<file path="src/rtl/uart_pkg.sv">
// Shared UART definitions: FSM encoding, frame geometry and the default baud
// divider. The receiver imports the same package so both ends agree on timing.
package uart_pkg;

  localparam int UART_DATA_BITS            = 8;
  // 50 MHz system clock / 115200 baud
  localparam int UART_CLKS_PER_BIT_DEFAULT = 434;

  localparam logic [1:0] ST_IDLE  = 2'd0;
  localparam logic [1:0] ST_START = 2'd1;
  localparam logic [1:0] ST_DATA  = 2'd2;
  localparam logic [1:0] ST_STOP  = 2'd3;

  // Line level that a given FSM state puts on the wire.
  function automatic logic tx_level(input logic [1:0] state, input logic data_lsb);
    logic level;
    level = 1'b1;
    case (state)
      ST_START: level = 1'b0;
      ST_DATA:  level = data_lsb;
      default:  level = 1'b1;
    endcase
    return level;
  endfunction

endpackage

</file>
<file path="src/rtl/uart_tx_fifo.sv">
// Synchronous byte FIFO for the UART transmitter. Pointers carry one extra
// wrap bit so full and empty are distinguishable without a separate counter.
module uart_tx_fifo #(
  parameter int FIFO_DEPTH = 4,
  parameter int DATA_W     = 8
) (
  input  logic                        clk,
  input  logic                        rst_n,
  input  logic                        push,
  input  logic                        pop,
  input  logic [DATA_W-1:0]           din,
  output logic [DATA_W-1:0]           dout,
  output logic                        full,
  output logic                        empty,
  output logic [$clog2(FIFO_DEPTH):0] count
);

  localparam int AW = $clog2(FIFO_DEPTH);
  localparam logic [AW:0] PTR_ONE = (AW+1)'(1);

  logic [AW:0]       wr_ptr_q, wr_ptr_d;
  logic [AW:0]       rd_ptr_q, rd_ptr_d;
  logic [DATA_W-1:0] mem_q [FIFO_DEPTH];
  logic              do_push, do_pop;

  // A full FIFO refuses the write even if a pop happens the same cycle.
  assign do_push = push && !full;
  assign do_pop  = pop && !empty;

  assign empty = (wr_ptr_q == rd_ptr_q);
  assign full  = (wr_ptr_q[AW] != rd_ptr_q[AW]) &&
                 (wr_ptr_q[AW-1:0] == rd_ptr_q[AW-1:0]);
  assign count = wr_ptr_q - rd_ptr_q;
  assign dout  = mem_q[rd_ptr_q[AW-1:0]];

  // Next pointer values; indices wrap naturally modulo FIFO_DEPTH.
  always_comb begin
    wr_ptr_d = wr_ptr_q;
    rd_ptr_d = rd_ptr_q;
    if (do_push) wr_ptr_d = wr_ptr_q + PTR_ONE;
    if (do_pop)  rd_ptr_d = rd_ptr_q + PTR_ONE;
  end

  // Pointer registers, cleared on reset so queued bytes are discarded.
  always_ff @(posedge clk or negedge rst_n) begin
    if (!rst_n) begin
      wr_ptr_q <= '0;
      rd_ptr_q <= '0;
    end else begin
      wr_ptr_q <= wr_ptr_d;
      rd_ptr_q <= rd_ptr_d;
    end
  end

  // Storage array; contents are don't-care until written.
  always_ff @(posedge clk) begin
    if (do_push) mem_q[wr_ptr_q[AW-1:0]] <= din;
  end

endmodule

</file>
<file path="src/rtl/uart_tx_buffered.sv">
// Buffered UART 8N1 transmitter: byte FIFO in front of a framing FSM.
// In the chip integration, tx drives uo_out[0].
//
// state | meaning
// ------+-----------------------------------------------------------
// IDLE  | line high, waiting for a queued byte
// START | start bit (low) for one bit time
// DATA  | eight data bits, LSB first, one bit time each
// STOP  | stop bit (high); pops the next byte at its end if available
module uart_tx_buffered
  import uart_pkg::*;
#(
  parameter int CLKS_PER_BIT = UART_CLKS_PER_BIT_DEFAULT,
  parameter int FIFO_DEPTH   = 4
) (
  input  logic                        clk,
  input  logic                        rst_n,
  input  logic [7:0]                  tx_data,
  input  logic                        tx_valid,
  output logic                        tx_ready,
  output logic                        tx,
  output logic                        busy,
  output logic [$clog2(FIFO_DEPTH):0] fifo_count
);

  localparam int              CW        = $clog2(CLKS_PER_BIT);
  localparam logic [CW-1:0]   BAUD_LAST = CW'(CLKS_PER_BIT - 1);
  localparam logic [CW-1:0]   BAUD_ONE  = CW'(1);
  localparam int              BW        = $clog2(UART_DATA_BITS);
  localparam logic [BW-1:0]   BIT_LAST  = BW'(UART_DATA_BITS - 1);
  localparam logic [BW-1:0]   BIT_ONE   = BW'(1);

  logic [1:0]                  state_q, state_d;
  logic [CW-1:0]               baud_q, baud_d;
  logic [BW-1:0]               bit_idx_q, bit_idx_d;
  logic [UART_DATA_BITS-1:0]   shift_q, shift_d;
  logic                        tx_q, tx_d;
  logic                        bit_done;

  logic                        fifo_push, fifo_pop;
  logic [7:0]                  fifo_dout;
  logic                        fifo_full, fifo_empty;
  logic [$clog2(FIFO_DEPTH):0] fifo_cnt;

  assign fifo_push = tx_valid && !fifo_full;

  uart_tx_fifo #(
    .FIFO_DEPTH (FIFO_DEPTH),
    .DATA_W     (8)
  ) u_fifo (
    .clk   (clk),
    .rst_n (rst_n),
    .push  (fifo_push),
    .pop   (fifo_pop),
    .din   (tx_data),
    .dout  (fifo_dout),
    .full  (fifo_full),
    .empty (fifo_empty),
    .count (fifo_cnt)
  );

  // Same-width compare against CLKS_PER_BIT-1, so no overflow at the top of range.
  assign bit_done = (baud_q == BAUD_LAST);

  // Framing FSM, baud counter, bit index and shift register next-state.
  always_comb begin
    state_d   = state_q;
    baud_d    = baud_q;
    bit_idx_d = bit_idx_q;
    shift_d   = shift_q;
    fifo_pop  = 1'b0;
    case (state_q)
      ST_IDLE: begin
        baud_d = '0;
        if (!fifo_empty) begin
          fifo_pop = 1'b1;
          shift_d  = fifo_dout;
          state_d  = ST_START;
        end
      end
      ST_START: begin
        if (bit_done) begin
          baud_d    = '0;
          bit_idx_d = '0;
          state_d   = ST_DATA;
        end else begin
          baud_d = baud_q + BAUD_ONE;
        end
      end
      ST_DATA: begin
        if (bit_done) begin
          baud_d  = '0;
          shift_d = {1'b0, shift_q[UART_DATA_BITS-1:1]};
          if (bit_idx_q == BIT_LAST) begin
            state_d = ST_STOP;
          end else begin
            bit_idx_d = bit_idx_q + BIT_ONE;
          end
        end else begin
          baud_d = baud_q + BAUD_ONE;
        end
      end
      ST_STOP: begin
        if (bit_done) begin
          baud_d = '0;
          // Chain directly into the next frame to keep the line contiguous.
          if (!fifo_empty) begin
            fifo_pop = 1'b1;
            shift_d  = fifo_dout;
            state_d  = ST_START;
          end else begin
            state_d = ST_IDLE;
          end
        end else begin
          baud_d = baud_q + BAUD_ONE;
        end
      end
      default: begin
        state_d = ST_IDLE;
        baud_d  = '0;
      end
    endcase
  end

  // Line level follows the current state through a flop, so tx is glitch-free
  // and trails the FSM by one cycle uniformly across the frame.
  always_comb begin
    tx_d = tx_level(state_q, shift_q[0]);
  end

  // FSM and datapath registers; reset aborts any frame and forces the line high.
  always_ff @(posedge clk or negedge rst_n) begin
    if (!rst_n) begin
      state_q   <= ST_IDLE;
      baud_q    <= '0;
      bit_idx_q <= '0;
      shift_q   <= '0;
      tx_q      <= 1'b1;
    end else begin
      state_q   <= state_d;
      baud_q    <= baud_d;
      bit_idx_q <= bit_idx_d;
      shift_q   <= shift_d;
      tx_q      <= tx_d;
    end
  end

  assign tx         = tx_q;
  assign tx_ready   = !fifo_full;
  assign busy       = (state_q != ST_IDLE) || !fifo_empty;
  assign fifo_count = fifo_cnt;

endmodule

</file>
<file path="config.mk">
export PLATFORM = sky130hd
export DESIGN_NAME = uart_tx_buffered
export DESIGN_NICKNAME = d
export VERILOG_FILES = /design/src/rtl/uart_pkg.sv /design/src/rtl/uart_tx_fifo.sv /design/src/rtl/uart_tx_buffered.sv
export SDC_FILE = /design/constraint.sdc
export NUM_CORES = 1
export LEC_CHECK = 0
export CAP_MARGIN = 30
export CORE_MARGIN = 2
export CORE_UTILIZATION = 50
export DETAILED_ROUTE_END_ITERATION = 7
export GPL_ROUTABILITY_DRIVEN = 1
export PLACE_DENSITY = 0.8
export RECOVER_POWER = 25
export SETUP_SLACK_MARGIN = 0.5
export SYNTH_ARGS = -nofsm -noshare
export SYNTH_HDL_FRONTEND = slang
export SYNTH_SLANG_ARGS = --single-unit
export TNS_END_PERCENT = 50
</file>
<file path="constraint.sdc">
create_clock -name clk -period 2.25 [get_ports clk]
set_input_delay 0.45 -clock clk [delete_from_list [all_inputs] [get_ports clk]]
set_output_delay 0.45 -clock clk [all_outputs]
set_load 0.02 [all_outputs]
</file>
==> run metrics <==
multi-input logic area 1270 um2; # rows 27; largest net degree at the start of global routing 30; Worst VDD drop 0.000843 V; I/O pin count 17; status finished clean; Residual DRC 0; drt via density 5.44; die width 79.6 um; DR WL/cell 16.2 um; Compound-Gate Fraction of Synth Area 7.96%; Pre-Repair DR Iteration Count 4; DRC marker count from the first detailed-route iteration 84; clk slew on worst S/H paths 0.07 ns; Inserted Diodes 0; Max Cap Viol 0; Starting Density 51.9%; WP data required 1.80 ns; first-pass GRT wire length 9.05 mm; Seq. cell area 1690 um2; Post-Synthesis Cell Area 2860 um2; Syn Area/Cell 13.4 um2; Synth Area in Simple Gates 8.67%; Die ar. 6340 um2; RSZ-0062 raised after global routing true; total track usage 19.1%; cell taking the most area after synthesis edfxtp_1; Setup crit start kind flip-flop; Detail Route Antenna Nets 0; largest family of logic cells by synthesized area multiplexers; Power Dens Cells 824 nW/um2; hold-fix buffers at CTS 0; cts bufs inserted 9; Fmax 484 MHz; total core area 5510 um2; count leader, synth edfxtp_1; HPWL Detailed 3.34 mm; CP Max Fanout 2; Area contributors post-synth edfxtp_1 34%, dfrtp_1 25%, ha_1 7.0%; Synth warnings 0; initial antenna violation count 0; CTS sink count 61; worst skew pair latency 0.33 ns; Worst Hold Class reg2reg; Async SR Flop Fraction 47.5%; Synth Instances 213; final hold vios 0; slew margin rel. 48.4%; Least-Margin Pin Slew 0.775 ns; flops & latches, synth 61; Final GP Congestion 0.809; Top FF cell, synth edfxtp_1; clock buffer depth 2; routed wire length 5.48 mm; FILL cells 377; H-tree Lvls 3; commonest cells in the netlist 32 x edfxtp_1, 28 x dfrtp_1, 17 x mux2_2; Max Slew Vio Count 0; count of final setup violators 0; Post-Synth XOR/XNOR Area 3.98%; CTS root buf clkbuf_8; number of synthesized flops with an enable pin 32; Crit. End Element output pin; mux cell area share after synthesis 10.3%; Final Skew 0.00894 ns; PortBufs 16; top cell type's share of synthesized area 33.6%; adder-cell share of the synthesized area 7.70%; Layout area overhead 27.4%; LEAKAGE 1.49 nW; Die H 79.6 um; DR vias 1840; period utilisation layout 91.9%; grt total ovfl 0; post-synth cell types 41; vias in the first global route 1890; setup TNS 0 ns; share of cells above drive strength 1 37.6%; sequential-to-total area share from yosys stat 59.0%; Layout Utilization 66.2%; fin nets 289; Setup CP Type reg2out; Worst EP arrival 1.62 ns; Syn Nets 241; fin crit period 2.07 ns; CTS tree done
-- worst max-delay path, cell delays in order, from the launching register on --
cell and delay [ns]:
dfrtp_2 0.43, buf_6 0.13, fa_2 0.56, inv_2 0.04
buf_6 0.12
-- routing by layer --
| metal | part of all wire, % | GRT usage [%] | wire (um) |
|---|---|---|---|
| met4 | 1.7 | 8.97 | 95 |
| met3 | 3.5 | 4.75 | 191 |
| met1 | 48 | 27.2 | 2650 |
| met5 | 0 | 0 | 0 |
| met2 | 46 | 27.6 | 2540 |
-- final cells by class --
| class | count | area share, % |
|---|---|---|
| Clock buffer | 11 | 3.61 |
| Tap cell | 72 | 2.47 |
| Timing Repair Buffer | 42 | 10.3 |
| Clock inverter | 5 | 0.824 |
| Sequential cell | 61 | 46.4 |
| Multi-Input combinational cell | 135 | 34.9 |
| Inverter | 12 | 1.51 |
-- worst paths after layout --
kind	start	depth (start not counted)	slack, ns	to
worst max-delay path	u_fifo.rd_ptr_q[1]$_DFFE_PN0P_	4	0.18	fifo_count[1]
worst min-delay path	shift_q[0]$_DFFE_PN0P_	2	0.51	tx$_DFF_PN1_
worst max register to register	state_q[0]$_DFFE_PN0P_	6	0.47	state_q[1]$_DFFE_PN0P_
worst min register to register	shift_q[0]$_DFFE_PN0P_	2	0.51	tx$_DFF_PN1_
max in group asynchronous	rst_n	2	0.99	u_fifo.wr_ptr_q[2]$_DFFE_PN0N_
min in group asynchronous	rst_n	2	0.72	baud_q[5]$_DFF_PN0_
-- report_power, final --
part / switching, mW / internal, mW / leakage [nW]
combinational: 0.429 / 0.375 / 0.770
clock: 0.417 / 0.394 / 0.0791
sequential: 0.0549 / 1.33 / 0.645
total: 0.901 / 2.10 / 1.49
-- per-stage QoR --
stage / cells / power, mW / setup WS, ns / area, um2 / hold WS, ns
2_1_floorplan: 213 / 1.78 / 0.412 / 2930 / 0.154
3_3_place_gp: 307 / 2.04 / 0.0902 / 3240 / 0.475
3_5_place_dp: 307 / 2.06 / 0.0671 / 3240 / 0.486
4_1_cts: 331 / 2.97 / 0.176 / 3510 / 0.511
5_1_grt: 338 / 3.14 / 0.138 / 3640 / 0.531
6_report: 338 / 3.00 / 0.182 / 3640 / 0.514
-- cells in the final DEF (no fill, tap or decap), types with 2 or more instances in the layout --
cell type         n
edfxtp_1         32
dfrtp_1          25
buf_4            19
nor2_1           11
ha_1             10
buf_6            10
mux2_2            9
clkbuf_8          9
mux2i_1           8
a31oi_1           8
mux2_4            8
dlygate4sd3_1     8
inv_1             7
o22ai_1           7
nand2_1           6
xnor2_1           6
xor2_1            5
nand3_1           5
o21ai_0           4
a22o_1            4
inv_2             3
ha_2              3
ha_4              3
clkinv_2          3
clkdlybuf4s50_1   3
dfrtp_2           3
clkinv_4          2
nor3_4            2
and2_4            2
and2_2            2
nor3_1            2
nor2_2            2
clkbuf_1          2
clkinvlp_4        2
-- cells by family after synthesis --
| logic type | after synthesis |
|---|---|
| flops | 61 |
| simple gates | 47 |
| compound gates | 32 |
| mux | 26 |
| buf+inv | 17 |
| fa+ha+maj | 17 |
| xor+xnor | 13 |
-- what timing repair did --
action	4_1_cts	5_1_grt
endpoints found under the hold margin	0	0
endpoints found under the setup margin	46	49
setup buffers	8	7
pin swaps	5	4
resized for setup	42	21
-- sequential cells by signal, summed over array words and instances (netlist names) --
signal / cells
baud_q: 9
tx: 1
state_q: 2
shift_q: 8
bit_idx_q: 3
u_fifo.wr_ptr_q: 3
u_fifo.rd_ptr_q: 3
u_fifo.mem_q: 32
No activity file was read; power rests on OpenSTA's default activity.
